$ cat config.mk
export PLATFORM = sky130hd
export DESIGN_NAME = msg_framer
export DESIGN_NICKNAME = d
export VERILOG_FILES = /design/src/rtl/msg_framer.sv
export SDC_FILE = /design/constraint.sdc
export NUM_CORES = 1
export LEC_CHECK = 0
export ABC_AREA = 1
export BUFFER_PORTS_ARGS = -buffer_cell sky130_fd_sc_hd__buf_2
export CORE_MARGIN = 3
export CORE_UTILIZATION = 55
export CTS_BUF_LIST = sky130_fd_sc_hd__clkbuf_8
export CTS_CLUSTER_SIZE = 10
export DETAILED_ROUTE_END_ITERATION = 16
export PLACE_DENSITY = 0.87
export SLEW_MARGIN = 20
export SYNTH_ARGS = -nofsm -noshare
export SYNTH_HDL_FRONTEND = slang
export SYNTH_SLANG_ARGS = --single-unit
$ cat constraint.sdc
create_clock -name clk -period 2.1 [get_ports clk]
set_clock_uncertainty 0.2 [all_clocks]
set_input_delay 0.42 -clock clk [delete_from_list [all_inputs] [get_ports clk]]
set_output_delay 0.42 -clock clk [all_outputs]
set_load 0.01 [all_outputs]
$ cat src/rtl/msg_framer.sv
// Transmit framer: emits LEN, SEQ, fifo payload, CRC16 hi/lo and SYNC on a valid/ready byte stream.
// Define MSG_FRAMER_ELEMCNT_GATE_EN to hold a request until the fifo already holds the full payload.
module msg_framer #(
  parameter int unsigned MAX_PAYLOAD = 59,
  parameter logic [7:0]  SYNC_BYTE   = 8'h7E,
  parameter int unsigned CNT_WIDTH   = 9
) (
  input  logic                 clk,
  input  logic                 rst,
  input  logic                 frame_start,
  input  logic [5:0]           frame_len,
  input  logic [3:0]           frame_seq,
  input  logic [7:0]           fifo_dout,
  input  logic                 fifo_empty,
  input  logic [CNT_WIDTH-1:0] fifo_elemcnt,
  output logic                 fifo_rd_en,
  output logic [7:0]           out_data,
  output logic                 out_valid,
  input  logic                 out_ready,
  output logic                 busy,
  output logic                 frame_done,
  output logic                 len_err
);

  localparam logic [5:0] MaxLen = 6'(MAX_PAYLOAD);

  typedef enum logic [3:0] {
    StIdle, StLen, StSeq, StFetch, StSettle, StPay, StCrcH, StCrcL, StSync
  } state_e;

  state_e      state_q;
  logic [15:0] crc_q;
  logic [5:0]  rem_q;
  logic [3:0]  seq_q;
  logic [7:0]  out_data_q;
  logic        out_valid_q;
  logic        busy_q;
  logic        len_err_q;

  logic        hs;
  logic [15:0] crc_nxt;

  // Reflected CRC16 (poly 0x8408), one byte LSB-first.
  function automatic logic [15:0] crc_step(input logic [15:0] crc, input logic [7:0] data);
    logic [15:0] c;
    c = crc ^ {8'h00, data};
    for (int i = 0; i < 8; i++) begin
      c = c[0] ? ((c >> 1) ^ 16'h8408) : (c >> 1);
    end
    return c;
  endfunction

  assign hs         = out_valid_q && out_ready;
  assign crc_nxt    = crc_step(crc_q, out_data_q);
  assign fifo_rd_en = (state_q == StFetch) && !fifo_empty && !out_valid_q;
  assign frame_done = (state_q == StSync) && hs;
  assign out_data   = out_data_q;
  assign out_valid  = out_valid_q;
  assign busy       = busy_q;
  assign len_err    = len_err_q;

`ifndef MSG_FRAMER_ELEMCNT_GATE_EN
  logic unused_elemcnt;
  assign unused_elemcnt = ^fifo_elemcnt;
`endif

  always_ff @(posedge clk or posedge rst) begin
    if (rst) begin
      state_q     <= StIdle;
      crc_q       <= 16'hFFFF;
      rem_q       <= '0;
      seq_q       <= '0;
      out_data_q  <= '0;
      out_valid_q <= 1'b0;
      busy_q      <= 1'b0;
      len_err_q   <= 1'b0;
    end else begin
      len_err_q <= 1'b0;
      unique case (state_q)
        StIdle: begin
          if (frame_start && !busy_q) begin
            if (frame_len > MaxLen) begin
              len_err_q <= 1'b1;
            end else begin
              rem_q  <= frame_len;
              seq_q  <= frame_seq;
              crc_q  <= 16'hFFFF;
              busy_q <= 1'b1;
`ifndef MSG_FRAMER_ELEMCNT_GATE_EN
              out_data_q  <= {2'b00, frame_len} + 8'd5;
              out_valid_q <= 1'b1;
              state_q     <= StLen;
`endif
            end
          end
`ifdef MSG_FRAMER_ELEMCNT_GATE_EN
          // Pending request: start only once the whole payload is in the fifo.
          else if (busy_q && (fifo_elemcnt >= CNT_WIDTH'(rem_q))) begin
            out_data_q  <= {2'b00, rem_q} + 8'd5;
            out_valid_q <= 1'b1;
            state_q     <= StLen;
          end
`endif
        end
        StLen: begin
          if (hs) begin
            crc_q      <= crc_nxt;
            out_data_q <= {4'h1, seq_q};
            state_q    <= StSeq;
          end
        end
        StSeq: begin
          if (hs) begin
            crc_q <= crc_nxt;
            if (rem_q != 6'd0) begin
              out_valid_q <= 1'b0;
              state_q     <= StFetch;
            end else begin
              out_data_q <= crc_nxt[15:8];
              state_q    <= StCrcH;
            end
          end
        end
        StFetch: begin
          if (fifo_rd_en) begin
            out_data_q <= fifo_dout;
            state_q    <= StSettle;
          end
        end
        StSettle: begin
          out_valid_q <= 1'b1;
          state_q     <= StPay;
        end
        StPay: begin
          if (hs) begin
            crc_q <= crc_nxt;
            rem_q <= rem_q - 6'd1;
            if (rem_q != 6'd1) begin
              out_valid_q <= 1'b0;
              state_q     <= StFetch;
            end else begin
              out_data_q <= crc_nxt[15:8];
              state_q    <= StCrcH;
            end
          end
        end
        StCrcH: begin
          if (hs) begin
            out_data_q <= crc_q[7:0];
            state_q    <= StCrcL;
          end
        end
        StCrcL: begin
          if (hs) begin
            out_data_q <= SYNC_BYTE;
            state_q    <= StSync;
          end
        end
        StSync: begin
          if (hs) begin
            out_valid_q <= 1'b0;
            busy_q      <= 1'b0;
            state_q     <= StIdle;
          end
        end
        default: state_q <= StIdle;
      endcase
    end
  end

endmodule

# --- Yosys cells after proc, flatten, opt, wreduce, memory -nomap -nowiden ---
# Index checks and enable logic that the tools add are counted.
totals:
  register_bits: 41
  in_bits: 32
  out_inout_bits: 13
  elab_cells: 118
classes:
  add_sub_neg: 2
  magnitude_cmp: 1
  n_eq_ne: 23
  n_mux: 51
  bitwise_logic: 10
  reduce_logical: 23
ops:
  columns: ["cell", "count"]
  rows:
  - ["two-way mux 16 bit", 11]
  - ["two-way mux 8 bit", 10]
  - ["case mux 8 bit (7 select lines)", 1]
  - ["two-way mux 4 bit", 9]
  - ["case mux 4 bit (9 select lines)", 1]
  - ["case mux 16 bit (2 select lines)", 1]
  - ["inequality test 2 bit (second input constant)", 13]
  - ["NOT 2 -> 3 bit", 8]
  - ["two-way mux 6 bit", 3]
  - ["equality test 4 x 3 -> 1 bit (second input constant)", 4]
  - ["bitwise XOR 16 x 8 -> 16 bit", 1]
  - ["case mux 6 bit (2 select lines)", 1]
  - ["AND reduction 4 bit", 3]
  - ["AND reduction 11 bit", 1]
  - ["two-way mux 1 bit", 10]
  - ["AND reduction 9 bit", 1]
  - ["equality test 4 x 2 -> 1 bit (second input constant)", 2]
  - ["AND reduction 8 bit", 1]
  - ["adder 6 x 3 -> 7 bit (second input constant)", 1]
  - ["nonzero test 7 bit", 1]
  - ["> comparator 6 bit (second input constant)", 1]
  - ["two-way mux 3 bit", 2]
  - ["inequality test 6 x 1 -> 1 bit (second input constant)", 1]
  - ["nonzero test 2 bit", 3]
  - ["other kinds (14)", 20]

# --- Depth between registers and ports, before layout ---
# Gate-level depths: netlist of the first run.
depth:
  word_depth: 20
  ltp_mapped: 11
  depth_no_buf: 11

# --- Least setup slack after synthesis of the first run ---
# No wires, ideal clock.
synth_path:
  path_type: "flip-flop to flip-flop"
  from: "register state_q[0]"
  to: "register crc_q[5]"
  setup_time_ns: 0.068
  t_arrival_ns: 1.425
  t_required_ns: 1.832
  path_slack_ns: 0.407
  path_stages_with_launch: 9
  n_path_buf: 1
  synth_period_minus_slack_ns: 1.693
  cell_sequence: "dfrtp_1 -> nor2_4 -> nand2_2 -> nor3_4 -> inv_2 -> nand2_4 -> buf_12 -> nor2_2 -> a21oi_2"
synth_via:
  elab_chain_cells: 4
  word_cells_on_any_way: 11
  classes_between: "eq/ne (6); mux (1); reduce/logical (4)"
synth_lines:
  columns: ["element", "line", "text"]
  rows:
  - ["start: declaration", "31", "state_e state_q;"]
  - ["start signal: assignment", "69", "state_q <= StIdle;"]
  - ["start signal: assignment", "92", "state_q <= StLen;"]
  - ["start signal: assignment", "109", "state_q <= StSeq;"]
  - ["equality test 4 x 3 -> 1 bit, or another cell as far along", "79", "unique case (state_q)"]
  - ["OR reduction 3 bit (no line)", null, null]
  - ["inequality test 2 x 1 -> 1 bit (no line) or nonzero test 2 bit (tied branches)", null, null]
  - ["AND reduction 4 bit (no line)", null, null]
  - ["end signal: assignment", "107", "crc_q <= crc_nxt;"]
  - ["end signal: assignment", "114", "crc_q <= crc_nxt;"]
  - ["end signal: assignment", "136", "crc_q <= crc_nxt;"]
  - ["end: declaration", "32", "logic [15:0] crc_q;"]
# Parallel ways exist; a longest one is shown, timed or not.
# A chain may end at the register's enable or synchronous reset.

# --- Worst setup path after layout of the first run ---
layout_path:
  from: "register state_q[0]"
  to: "output port frame_done"
layout_via:
  elab_chain_cells: 2
layout_lines:
  columns: ["element", "line", "text"]
  rows:
  - ["equality test 4 bit", "56", "assign frame_done = (state_q == StSync) && hs;"]
  - ["logical AND 1 bit", "56", null]
  - ["end: declaration", "21", "output logic frame_done,"]
# Every way passes these cells.

==> results of run 1 <==
## through the flow
stage                     area [µm²]  utilization  setup TNS, ps  hold WS (ps)
final                           3220        0.669              0          26.3
after global routing            3220        0.669          -20.6          83.3
after CTS                       3170        0.657              0          59.1
after detailed placement        3060        0.635              0           260
after global placement          3060        0.635              0           259
after floorplan                 2790            -              0           242
## path summary, 6_finish.rpt
kind	from	endpoint	depth (start not counted)
worst max register to register	state_q[2]	crc_q[3]	10
max in group asynchronous	rst	state_q[3]	3
worst min register to register	seq_q[0]	seq_q[0]	2
min in group clk	frame_seq[1]	seq_q[1]	3
worst max-delay path	state_q[0]	frame_done	4
worst min-delay path	rst	out_data[0]	3
## kinds of logic after synthesis
group	Yosys count
AOI/OAI and AO/OA	46
xor gates and xnor gates	22
buffers and inverters	42
and+or+nand+nor	233
DFF	41
adders and majority gates	3
## registers in the layout, summed over array words and instances (netlist names)
register	count
out_data	8
rem_q	6
len_err	1
busy	1
seq_q	4
crc_q	16
state_q	4
out_valid	1
## power groups by stage
stage          Combinational [W]  Clock, W  Sequential [W]
2_1_floorplan          0.0000404         0        0.000807
3_3_place_gp           0.0000767         0        0.000807
3_5_place_dp           0.0000780         0        0.000807
4_1_cts                0.0000785  0.000643        0.000793
5_1_grt                0.0000885  0.000687        0.000793
6_report               0.0000778  0.000637        0.000793
## metal layers
| metal | share of wire | vias up | routed length, µm | global-route usage |
|---|---|---|---|---|
| met5 | 0 | - | 0 | 0 |
| met2 | 0.48 | 110 | 3340 | 0.396 |
| met3 | 0.072 | 17 | 505 | 0.0540 |
| li1 | - | 1330 | - | - |
| met4 | 0.021 | 0 | 146 | 0.0801 |
| met1 | 0.43 | 1263 | 3040 | 0.320 |
## critical path, cell delays in order, from the launching register on
cell	delay [ps]
dfrtp_2	470
nor2_4	190
nand3_1	150
nor2_2	150
buf_2	150
## placed cells by master (no fill, tap or decap), types with 2 or more instances in the layout
cell and count:
dfrtp_1 22, o21ai_0 16, nand4_1 6, dfstp_2 16
buf_4 9, nand3_1 31, nand2_1 118, buf_2 35
nor2_2 16, dfrtp_2 3, o211ai_1 2, nor2_1 43
nor2_4 5, xnor2_1 9, inv_2 8, inv_1 31
nand2_2 7, nor3_1 2, a21oi_2 7, ha_1 2
xor2_1 13, a21oi_1 16, clkbuf_8 5
## cell type report
cell class	count	area (µm²)	area share
well taps	67	83.8	0.0260
clock buffers	5	68.8	0.0213
clock inverters	3	38.8	0.0120
multi-input cells	304	1580	0.489
repair buffers	45	263	0.0815
inverters	38	143	0.0442
flip-flops and latches	41	1050	0.326
## repair_timing
action | 4_1_cts | 5_1_grt
endpoints found under the setup margin | 0 | 12
setup buffers | 0 | 2
resized for setup | 0 | 11
hold buffers | 0 | 0
==> flow_summary.toml, run 1 <==
[detailed_routing]
firstDrtPassIters = 4
drc = 0
drt-vias-per-instance = 5.41
vias = 2720
dr.first_iter.drc_count = 178
postRouteAntennaNets = 0
wl_per_cell_um = 14.0
wl_um = 7030

[grt]
grt_first_pass_wirelength_um = 11900
antenna_found_initial = 0
grt_max_degree = 42
grt-ovfl-total = 0
grt.total_usage = 0.243
grt_pass1_vias = 2628

[final_layout]
fillers = 422
drive_above_1_share = 0.273
antenna_cells = 0
nets = 470
syn2layout_area_growth_pct = 15.7
stdcell_count = 503

[power]
p_int_w = 0.00117
netSwitchingFraction = 0.224
p_clk_frac = 0.423
power_w = 0.00151
comb_power_share = 0.052
switching_power_w = 0.000338
vdd_drop_max_mv = 0.270
power_frac_seq = 0.526
p_leak_nw = 1.69
powerDensity_mw_per_mm2 = 468

[place]
hpwl_um = 5160
dp_slack_ps = 122
portBuffers = 35
routabilityCongestion = 0.936
place_inst = 493

[floorplanning]
core-area_mm2 = 0.00482
die_w_um = 77.2
ioPinCount = 45
die-area_mm2 = 0.00596
chipHeight_um = 77.2
num_rows = 25
initial_core_util = 0.579

[logic_synthesis]
netlist_instances = 387
synthTopCellsByCount = "nand2_1, nor2_1, inv_1, nand3_1, dfrtp_1"
seq_area_frac_synth = 0.375
synth.area.top_cells = "dfrtp_1, nand2_1, dfstp_2, nor2_1, nand3_1"
synth_compound_area_frac = 0.0978
synthMuxAreaShare = 0
postSynthRegisterBits = 41
synth_simple_gate_area_frac = 0.376
avgSynthCellArea_um2 = 7.20
async_reset_ff_frac = 1.00
synth_edf_count = 0
yosysTopAreaCell = "dfrtp_1"
synth_nets = 422
ys_warn_count = 0
synthAdderAreaFrac = 0.0135
synth_xor_area_frac = 0.0691
synthesis.area_mm2 = 0.00279
yosysMostFrequentCell = "nand2_1"
yosysTopAreaCellShare = 0.224
synthDistinctLibCells = 31
synth_top_family_by_area = "simple AND/OR/NAND/NOR gates"
synthFlopType = "dfrtp_1"

[min_path]
hp-class = "in2async"

[clock_network]
cts_max_path_buffers = 2
numCtsBuffers = 5
clk_pin_slew_ps = 90
cts_sinks = 41
cts_tree = "built"
htree_levels = 2
clock_latency_ps = 300
clockRootBuffer = "clkbuf_8"

[sta]
setup_viol = 0
fin_ws_ps = 74.0
worst_pin_slew_ps = 518
slew_headroom = 0.655
fmax_mhz = 494
rsz0062_at_grt = "true"
finalCritPeriodShare = 0.965
maxSlewViolCount = 0
period_needed_ps = 2030
final-hold-violation-count = 0

[setup_path]
reg2reg_slack_ps = 130
worstSetupStartpointType = "flop"
crit_path_end_kind = "output pin"
cp.arrival_ps = 1410
crit_required_ps = 1480
cp_max_fo = 6
crit_type = "reg2out"

[run_status]
status = "completed"

[flow_run]
cap_viol_max_count = 0
(Power assumes the default switching activity.)
==> inputs of run 2 (changes only) <==
==> constraint.sdc (replaced) <==
create_clock -name clk -period 2.6 [get_ports clk]
set_clock_uncertainty 0.2 [all_clocks]
set_input_delay 0.52 -clock clk [delete_from_list [all_inputs] [get_ports clk]]
set_output_delay 0.52 -clock clk [all_outputs]
set_load 0.01 [all_outputs]
==> run 2 against run 1 <==
Setup slack gained 300 ps. Sequential power down 19%. Clock power shrank 16%. Critical path type unchanged. Largest cell class unchanged.
==> flow_summary.toml, run 2 (synthesis gave the netlist of run 1 again) <==
[run_status]
status = "completed"

[setup_path]
crit_type = "reg2out"
crit_path_end_kind = "output pin"
worstSetupStartpointType = "flop"
regToRegEndpoint = "out_data[1]"
r2r_start = "state_q[3]"
cp.arrival_ps = 1510
r2r_cells = 11
crit_required_ps = 1880
cp_max_fo = 6
reg2reg_slack_ps = 520

[clock_network]
clockRootBuffer = "clkbuf_8"
cts_sinks = 41
cts_tree = "built"
clk_pin_slew_ps = 80
numCtsBuffers = 5
cts_max_path_buffers = 2
htree_levels = 2
post_cts_resized = 0
cts_setup_buffers = 0
clock_latency_ps = 310
hold_buffers = 0

[floorplanning]
ioPinCount = 45
core-area_mm2 = 0.00482
chipHeight_um = 77.2
num_rows = 25
die_w_um = 77.2
initial_core_util = 0.579
die-area_mm2 = 0.00596

[power]
p_leak_nw = 1.65
powerDensity_mw_per_mm2 = 395
vdd_drop_max_mv = 0.279

[detailed_routing]
postRouteAntennaNets = 0
dr.first_iter.drc_count = 216
vias = 2670
wl_um = 6670
top_layer = "met4"
wl_per_cell_um = 13.5
drc = 0
wl_met1_um = 2970
drt-vias-per-instance = 5.39
dr_wl_met3_um = 428
wl_met2_um = 3170
firstDrtPassIters = 4

[final_layout]
fillers = 426
antenna_cells = 0
syn2layout_area_growth_pct = 12.3
nets = 462
final_common_cell = "nand2_1"
register_area_mm2 = 0.00105
multiInputGateArea_mm2 = 0.00155
mostFrequentLayoutCells = "nand2_1, nor2_1, buf_2"
drive_above_1_share = 0.243
largest_register_ffs = 16
top_register = "crc_q"

[sta]
setup_viol = 0
fin_setup_tns_ps = 0
fin_ws_ps = 371
fmax_mhz = 449
maxSlewViolCount = 0
worst_pin_slew_ps = 612
rsz0062_at_grt = "false"
final-hold-violation-count = 0
period_needed_ps = 2230
slew_headroom = 0.590
finalCritPeriodShare = 0.857

[grt]
antenna_found_initial = 0
grt-ovfl-total = 0
grt_pass1_vias = 2530
grt_first_pass_wirelength_um = 11500
grt.total_usage = 0.239
grt_max_degree = 42

[min_path]
hp-class = "in2async"

[place]
hpwl_um = 5120
dp_slack_ps = 443
routabilityCongestion = 0.929
portBuffers = 35

[flow_run]
cap_viol_max_count = 0
==> run 2: critical path: stages (launching register included) <==
cell     delay [ps]
dfrtp_1         480
nor2_4          210
nand3_1         150
nor2_1          200
buf_2           170
==> run 2: final cells by class <==
cell class,count,area share
inverter,38,0.0456
tap,67,0.0268
multi-input combinational,304,0.496
clock buffer,5,0.0220
sequential,41,0.334
clock inverter,3,0.0148
timing repair buffer,37,0.0608
==> run 2: report_power, final <==
part | leakage [nW] | switching [W] | internal [W]
registers | 0.479 | 0.000000620 | 0.000640
clock network | 0.0543 | 0.000245 | 0.000287
logic | 1.12 | 0.0000386 | 0.0000244
==> run 2: layer usage <==
layer	vias to the layer above	GRT usage
li1	1307	-
met1	1263	0.317
met2	91	0.394
met3	9	0.0493
met4	0	0.0712
met5	-	0
==> run 2: worst max path at each step <==
stage	start	to	slack [ps]
after floorplan	frame_len[3]	out_data[1]	860
after global placement	frame_len[3]	out_data[1]	510
after detailed placement	frame_len[3]	out_data[1]	440
after CTS	state_q[0]	frame_done	390
after global routing	state_q[0]	frame_done	250
final	state_q[0]	frame_done	370
==> run 2: through the flow <==
step | util | total power (W) | cell area (µm²) | std cells | hold slack [ps]
after floorplan | - | 0.000684 | 2790 | 387 | 242
after global placement | 0.626 | 0.000714 | 3010 | 487 | 254
after detailed placement | 0.626 | 0.000716 | 3010 | 487 | 269
after CTS | 0.650 | 0.00124 | 3130 | 495 | 149
after global routing | 0.650 | 0.00128 | 3130 | 495 | 175
final | 0.650 | 0.00124 | 3130 | 495 | 125
==> inputs of run 3 (changes only) <==
--- a/config.mk
+++ b/config.mk
@@ -8,11 +8,11 @@
 export ABC_AREA = 1
 export BUFFER_PORTS_ARGS = -buffer_cell sky130_fd_sc_hd__buf_2
 export CORE_MARGIN = 3
-export CORE_UTILIZATION = 55
+export CORE_UTILIZATION = 41
 export CTS_BUF_LIST = sky130_fd_sc_hd__clkbuf_8
 export CTS_CLUSTER_SIZE = 10
 export DETAILED_ROUTE_END_ITERATION = 16
-export PLACE_DENSITY = 0.87
+export PLACE_DENSITY = 0.7
 export SLEW_MARGIN = 20
 export SYNTH_ARGS = -nofsm -noshare
 export SYNTH_HDL_FRONTEND = slang
==> run 3 against run 2 <==
Die area increased by 31%. Register-to-register slack got worse by 20 ps. Non-clock buffer count unchanged. Setup slack got worse by 17 ps. Wire length increased by 3.6%. Cell area increased by 0.40%. Highest routed layer unchanged.
==> flow_summary.toml, run 3 (synthesis gave the netlist of run 1 again) <==
[clock_network]
hold_buffers = 0
clk_pin_slew_ps = 90
cts_setup_buffers = 0
htree_levels = 2
cts_sinks = 41
cts_tree = "built"
clockRootBuffer = "clkbuf_8"
cts_max_path_buffers = 2
numCtsBuffers = 5
clock_latency_ps = 310
post_cts_resized = 0

[grt]
grt_max_degree = 42
grt.total_usage = 0.190
antenna_found_initial = 0
grt_first_pass_wirelength_um = 11400
grt_pass1_vias = 2443
grt-ovfl-total = 0

[sta]
fmax_mhz = 445
maxSlewViolCount = 0
rsz0062_at_grt = "false"
final-hold-violation-count = 0
period_needed_ps = 2250
finalCritPeriodShare = 0.864
hold_slack_ps = 125
slew_headroom = 0.617
fin_setup_tns_ps = 0
fin_ws_ps = 354
worst_pin_slew_ps = 572
setup_viol = 0

[setup_path]
r2r_cells = 9
crit_path_end_kind = "output pin"
crit_type = "reg2out"
crit_required_ps = 1880
reg2reg_slack_ps = 500
worstSetupStartpoint = "state_q[0]"
worstSetupStartpointType = "flop"
cp_max_fo = 6
regToRegEndpoint = "out_data[7]"
r2r_start = "state_q[1]"
cp.arrival_ps = 1530

[final_layout]
antenna_cells = 0
mostFrequentLayoutCells = "nand2_1, nor2_1, buf_2"
nets = 462
final_common_cell = "nand2_1"
top_register = "crc_q"
syn2layout_area_growth_pct = 12.7
stdcell_count = 505
fillers = 655
multiInputGateArea_mm2 = 0.00155
fin_util = 0.486
drive_above_1_share = 0.243
largest_register_ffs = 16
register_area_mm2 = 0.00105

[floorplanning]
initial_core_util = 0.432
ioPinCount = 45
die_w_um = 88.5
chipHeight_um = 88.5
die-area_mm2 = 0.00782
core-area_mm2 = 0.00646
num_rows = 29

[detailed_routing]
wl_um = 6910
dr.first_iter.drc_count = 134
drt-vias-per-instance = 5.06
postRouteAntennaNets = 0
firstDrtPassIters = 4
vias = 2556
wl_per_cell_um = 13.7
drc = 0

[power]
p_leak_nw = 1.65
vdd_drop_max_mv = 0.247
powerDensity_mw_per_mm2 = 395

[place]
hpwl_um = 5310
dp_slack_ps = 373
routabilityCongestion = 0.904
place_inst = 497
portBuffers = 35

[flow_run]
cap_viol_max_count = 0

[run_status]
status = "completed"

[min_path]
hp-class = "in2async"
-- run 3: through the flow --
step / power, W / instance area [µm²]
CTS: 0.00126 / 3140
detailed placement: 0.000716 / 3030
global placement: 0.000715 / 3030
finish: 0.00124 / 3140
floorplan: 0.000684 / 2790
global route: 0.00130 / 3140
-- run 3: worst max-delay path, cell delays in order (launching register included) --
cell	delay (ps)
dfrtp_1	480
nor2_4	220
nand3_1	170
nor2_1	190
buf_2	160
-- run 3: how the worst max path moves through the flow --
stage / end / slack (ps) / cells after the start
2_1_floorplan: out_data[1] / 860 / 10
3_3_place_gp: out_data[7] / 430 / 10
3_5_place_dp: out_data[7] / 370 / 10
4_1_cts: frame_done / 370 / 4
5_1_grt: frame_done / 290 / 4
6_report: frame_done / 350 / 4
-- run 3: report_power, final --
group          switching, W  internal [W]
Sequential      0.000000700      0.000640
Clock              0.000249      0.000288
Combinational     0.0000382     0.0000243
Total              0.000288      0.000952
-- run 3: cell type report --
type | count | share of cell area
clock buffers | 5 | 0.0219
clock inverters | 3 | 0.0147
inverters | 38 | 0.0454
multi-input cells | 304 | 0.494
flip-flops and latches | 41 | 0.333
well taps | 77 | 0.0307
repair buffers | 37 | 0.0605
-- run 3: per-layer routing --
metal / track usage / wire [µm]
met1: 0.255 / 3380
met2: 0.311 / 3100
met3: 0.0335 / 323
met4: 0.0604 / 113
met5: 0 / 0
